`config.mk`:
```
export PLATFORM = sky130hd
export DESIGN_NAME = fp_mul_round_stage
export DESIGN_NICKNAME = d
export VERILOG_FILES = /design/src/rtl/fp_mul_round_stage.sv
export SDC_FILE = /design/constraint.sdc
export NUM_CORES = 1
export LEC_CHECK = 0
export CAP_MARGIN = 10
export CORE_AREA = 2 2 116 118
export DETAILED_ROUTE_END_ITERATION = 8
export DIE_AREA = 0 0 118 120
export GPL_TIMING_DRIVEN = 0
export PLACE_DENSITY = 0.79
export SLEW_MARGIN = 25
export SYNTH_ARGS = -nofsm -noshare
export SYNTH_HDL_FRONTEND = slang
export SYNTH_SLANG_ARGS = --single-unit
```
`constraint.sdc`:
```
create_clock -name clk -period 4.2 [get_ports clk]
set_input_delay 0.84 -clock clk [delete_from_list [all_inputs] [get_ports clk]]
set_output_delay 0.84 -clock clk [all_outputs]
set_load 0.01 [all_outputs]
```
`src/rtl/fp_mul_round_stage.sv`:
```
// fp_mul_round_stage: normalise/round/pack back end of an IEEE-754
// single-precision multiplier. Two-stage valid/ready pipeline:
//   S1 normalises the 48-bit significand product and removes the exponent bias,
//   S2 rounds to nearest-even, detects overflow/underflow and packs the result.
// Ports:
//   clk, rst_n      clock, asynchronous active-low reset
//   in_valid/ready  upstream handshake (in_ready is combinational on out_ready)
//   in_sign         result sign
//   in_exp_sum      raw biased exponent sum e1+e2 (0..510)
//   in_frac         48-bit product of the two 24-bit significands
//   in_special      bypass rounding and emit in_special_val instead
//   in_special_val  pre-formed special-case result
//   out_valid/ready downstream handshake
//   out             packed single-precision result
//   out_flags       {overflow, underflow, inexact}
module fp_mul_round_stage #(
  parameter int unsigned EXP_BIAS = 127
) (
  input  logic        clk,
  input  logic        rst_n,
  input  logic        in_valid,
  output logic        in_ready,
  input  logic        in_sign,
  input  logic [8:0]  in_exp_sum,
  input  logic [47:0] in_frac,
  input  logic        in_special,
  input  logic [31:0] in_special_val,
  output logic        out_valid,
  input  logic        out_ready,
  output logic [31:0] out,
  output logic [2:0]  out_flags
);

  localparam int unsigned EXP_W  = 11;
  localparam int unsigned MANT_W = 23;
  localparam int unsigned SIG_W  = MANT_W + 1;
  localparam int unsigned EXP_MAX = 255;

  // Pipeline control
  logic r_run;
  logic r_v1;
  logic r_v2;
  logic w_s1_load;
  logic w_s2_load;
  logic w_accept;

  // S1 state
  logic              r_sign1;
  logic [EXP_W-1:0]  r_exp1;
  logic [MANT_W-1:0] r_mant1;
  logic              r_guard1;
  logic              r_sticky1;
  logic              r_spec1;
  logic [31:0]       r_spec_val1;

  // S1 combinational normalisation
  logic              w_norm_hi;
  logic [MANT_W-1:0] w_mant1;
  logic              w_guard1;
  logic              w_sticky1;
  logic [EXP_W-1:0]  w_exp1;

  // S2 combinational round/pack
  logic              w_round_up;
  logic [SIG_W-1:0]  w_mant_sum;
  logic [EXP_W-1:0]  w_exp2;
  logic              w_ovf;
  logic              w_unf;
  logic              w_inexact;
  logic [31:0]       w_res;
  logic [2:0]        w_flags;

  // S2 state (drives the outputs)
  logic [31:0] r_out;
  logic [2:0]  r_flags;

  // Handshake: S2 frees when empty or drained, S1 frees when empty or moving on.
  // r_run keeps in_ready low while in reset and until the first clock edge.
  always_comb begin
    w_s2_load = !r_v2 || out_ready;
    w_s1_load = !r_v1 || w_s2_load;
    in_ready  = r_run && w_s1_load;
    w_accept  = in_valid && in_ready;
  end

  assign out_valid = r_v2;
  assign out       = r_out;
  assign out_flags = r_flags;

  always_ff @(posedge clk or negedge rst_n) begin
    if (!rst_n) begin
      r_run <= 1'b0;
    end else begin
      r_run <= 1'b1;
    end
  end

  // S1 normalisation: the product of two [1,2) significands lies in [1,4),
  // so bit 47 selects whether one extra position of shift is needed.
  always_comb begin
    w_norm_hi = in_frac[47];
    if (w_norm_hi) begin
      w_mant1   = in_frac[46:24];
      w_guard1  = in_frac[23];
      w_sticky1 = |in_frac[22:0];
    end else begin
      w_mant1   = in_frac[45:23];
      w_guard1  = in_frac[22];
      w_sticky1 = |in_frac[21:0];
    end
    // 11-bit two's-complement: range -127..384 never wraps
    w_exp1 = {2'b00, in_exp_sum} + EXP_W'(w_norm_hi) - EXP_W'(EXP_BIAS);
  end

  // S1 register
  always_ff @(posedge clk or negedge rst_n) begin
    if (!rst_n) begin
      r_v1        <= 1'b0;
      r_sign1     <= 1'b0;
      r_exp1      <= '0;
      r_mant1     <= '0;
      r_guard1    <= 1'b0;
      r_sticky1   <= 1'b0;
      r_spec1     <= 1'b0;
      r_spec_val1 <= '0;
    end else begin
      if (in_ready) begin
        r_v1 <= in_valid;
      end
      if (w_accept) begin
        r_sign1     <= in_sign;
        r_exp1      <= w_exp1;
        r_mant1     <= w_mant1;
        r_guard1    <= w_guard1;
        r_sticky1   <= w_sticky1;
        r_spec1     <= in_special;
        r_spec_val1 <= in_special_val;
      end
    end
  end

  // S2 round-to-nearest-even and pack
  always_comb begin
    w_round_up = r_guard1 && (r_sticky1 || r_mant1[0]);
    w_inexact  = r_guard1 || r_sticky1;
    // A carry out of the mantissa leaves the low bits all zero
    w_mant_sum = {1'b0, r_mant1} + SIG_W'(w_round_up);
    w_exp2     = r_exp1 + EXP_W'(w_mant_sum[SIG_W-1]);
    w_ovf      = $signed(w_exp2) >= $signed(EXP_W'(EXP_MAX));
    w_unf      = $signed(w_exp2) <= $signed(EXP_W'(0));

    w_res   = {r_sign1, w_exp2[7:0], w_mant_sum[MANT_W-1:0]};
    w_flags = {2'b00, w_inexact};
    if (r_spec1) begin
      w_res   = r_spec_val1;
      w_flags = 3'b000;
    end else if (w_ovf) begin
      w_res   = {r_sign1, 8'hFF, 23'h0};
      w_flags = 3'b101;
    end else if (w_unf) begin
      w_res   = {r_sign1, 31'h0};
      w_flags = 3'b011;
    end
  end

  // S2 register: holds while stalled so out/out_flags stay stable
  always_ff @(posedge clk or negedge rst_n) begin
    if (!rst_n) begin
      r_v2    <= 1'b0;
      r_out   <= '0;
      r_flags <= '0;
    end else if (w_s2_load) begin
      r_v2 <= r_v1;
      if (r_v1) begin
        r_out   <= w_res;
        r_flags <= w_flags;
      end
    end
  end

endmodule

```
==> impl_results.md <==
- Outcome: completed
- Design area: 7500 um2
- IO buf count: 130
- Final hold vios: 0
- Final design utilization: 57.8%
- F_max: 262 MHz
- Setup repair bufs after CTS: 0
- #FFs+latches synth: 108
- Reg2Reg Depth: 12
- Max IR drop VDD: 0.220 mV
- Syn_area_per_cell: 10.6 um2
- GRT Overall Usage: 21.1%
- Synth unique cells: 58
- Top post-synthesis cells by count: dfrtp_1 (108), nand2_1 (57), o21ai_0 (44), mux2_2 (35), and3_1 (27)
- Area leader, netlist: dfrtp_1
- TritonCTS buffer count: 9
- First-pass iteration count of the detailed router: 4
- Share of cells above drive strength 1: 12.8%
- RSZ-0062 raised after global routing: no
- Fillcell total: 1113
- Syn Std Cell Area: 5690 um2
- Drt wl/cell: 17.0 um
- Die Y-Extent: 120 um
- Headroom to the max-slew limit: 53.4%
- Core Area: 13000 um2
- Via density: 5.39
- Vias: 4648
- Nets: 782
- Hold crit path type: in -> async
- Critical Path Fanout Max: 10
- Worst EP required: 4.45 ns
- Leading register cell type out of synthesis: dfrtp_1
- Pwr dens: 456 nW/um2
- Row cnt: 42
- Initial DRC Count: 403
- Layout Skew: 0.00433 ns
- Worst reg-to-reg setup slack: 0.39 ns
- Leak Pwr: 3.10 nW
- Max clock buf depth: 2
- Vias in the first global route: 4701
- Clock slew at reported path FFs: 0.07 ns
- CTS resizes: 0
- DIE WIDTH: 118 um
- Max cap viols: 0
- Synth async-reset ratio: 100%
- Dpl cells: 846
- Crit start category: flop
- Yosys warns: 0
- Layout area overhead: 31.8%
- EDFF count, synth: 0
- DRC errors left: 0
- Hpwl dp: 11600 um
- Clock insertion delay at the later pin of the skew report: 0.34 ns
- Top cells by area, synth: dfrtp_1 (48%), mux2_2 (6.9%), mux2i_1 (4.4%)
- Initial Utilization: 43.8%
- Clock root buffer: clkbuf_16
- Tmin final: 3.81 ns
- Setup TNS: 0 ns
- GPL Wtd Cong: 0.856
- First-pass GRT wire length: 23800 um
- Most numerous cell in the Yosys netlist: dfrtp_1
- Final wirelength: 14600 um
- Setup ws final: 0.390 ns
- Synth top area share: 47.5%
- Fin cells: 862
- Cells after synthesis: 539
- Setup violators final: 0
- Net Count, Synth: 640
- Global route overflow: 0
- CP arrival: 4.06 ns
- Die ar.: 14200 um2
- Initial antenna violation count: 0
- Diode count: 0
- Cell Area, Placed: 7240 um2
- Crit path kind: reg -> reg
- Tcrit/Tclk final: 90.7%
- CTS tree: done
- Overall power after layout: 3.42 mW
- Hold WS: 0.401 ns
- Critical Path Sink Type: flop
- H-tree depth: 3
- Seq/Total Area, Yosys: 47.5%
- Max-slew violations: 0
- IO Pins: 132
- Hold buffer count at cts: 0
- Clk sinks: 108
- Least-Margin Pin Slew: 0.699 ns
- DRT antenna net count: 0
- Largest net degree at the start of global routing: 67
- DP Worst Slack: 0.427 ns
-- critical path: stages, from the launching register on --
cell	delay (ns)
dfrtp_1	0.45
nand4_1	0.21
nor3_1	0.54
and4_1	0.32
ha_1	0.28
ha_1	0.18
buf_2	0.18
nand3_2	0.21
nor4b_2	0.34
nor3_2	0.14
a311o_2	0.43
buf_6	0.17
o311ai_4	0.24
-- placed cells by master, fill, tap and decap left out, types with 3 or more instances in the layout --
master / netlist / routed
a211oi_1: 6 / 6
a21oi_1: 22 / 22
a31oi_1: 3 / 3
and3_1: 27 / 27
and4_1: 3 / 3
buf_1: 5 / 5
buf_2: 3 / 3
buf_4: 5 / 5
buf_6: 2 / 3
clkbuf_1: 22 / 24
clkbuf_16: 0 / 9
clkdlybuf4s50_1: 0 / 129
clkinv_2: 0 / 4
dfrtp_1: 108 / 108
ha_1: 6 / 6
inv_1: 7 / 7
mux2_2: 35 / 35
mux2i_1: 25 / 25
nand2_1: 57 / 57
nand2b_1: 4 / 4
nand3_1: 17 / 17
nand4_1: 11 / 11
nor2_1: 14 / 14
nor3_1: 10 / 10
nor4_1: 7 / 7
o21a_1: 4 / 4
o21ai_0: 44 / 44
o31ai_2: 15 / 15
or3_1: 6 / 6
xnor2_1: 17 / 17
xor2_1: 18 / 18
-- cells by family (layout without fill, tap and decap cells) --
group           Yosys count  after routing  share of synthesized area, %
compound gates          115            115                          14.8
xor+xnor                 35             35                          5.39
fa+ha+maj                 6              6                          1.32
buf+inv                  44            191                          3.56
flops                   108            108                          47.5
mux                      60             60                          11.3
other cells               1              1                        0.0659
simple gates            170            170                          16.0
-- state kept, by name, indices dropped and copies added, names as in the netlist, 3 cells and up --
name         cells
r_mant1         23
r_exp1          11
out             32
out_flags        3
r_spec_val1     32
-- power by group --
| group | leakage, nW | switching [mW] | internal (mW) |
|---|---|---|---|
| clock | 0.133 | 0.369 | 0.400 |
| sequential | 1.32 | 0.209 | 1.31 |
| combinational | 1.66 | 0.518 | 0.614 |
-- worst paths after layout --
path,from,end
worst max-delay path,r_mant1[9],out[6]
min in group clk,out[14],out[14]
worst min-delay path,rst_n,r_exp1[4]
worst min register to register,out[14],out[14]
max in group asynchronous,rst_n,out[16]
worst max register to register,r_mant1[9],out[6]
-- metal layers --
layer	routed length [um]	GRT usage, %
met1	6690	28.2
met2	7060	35.7
met3	675	3.56
met4	211	6.10
met5	0	0
-- cell type report --
| class | instances | area (um2) | area share, % |
|---|---|---|---|
| Tap cell | 176 | 220 | 2.94 |
| Clock buffer | 11 | 233 | 3.10 |
| Multi-Input combinational cell | 387 | 2780 | 37.1 |
| Sequential cell | 108 | 2700 | 36.0 |
| Clock inverter | 5 | 28.8 | 0.384 |
| Timing Repair Buffer | 131 | 1330 | 17.7 |
| Inverter | 7 | 26.3 | 0.350 |
| Buffer | 37 | 176 | 2.35 |
(Power assumes the default switching activity.)
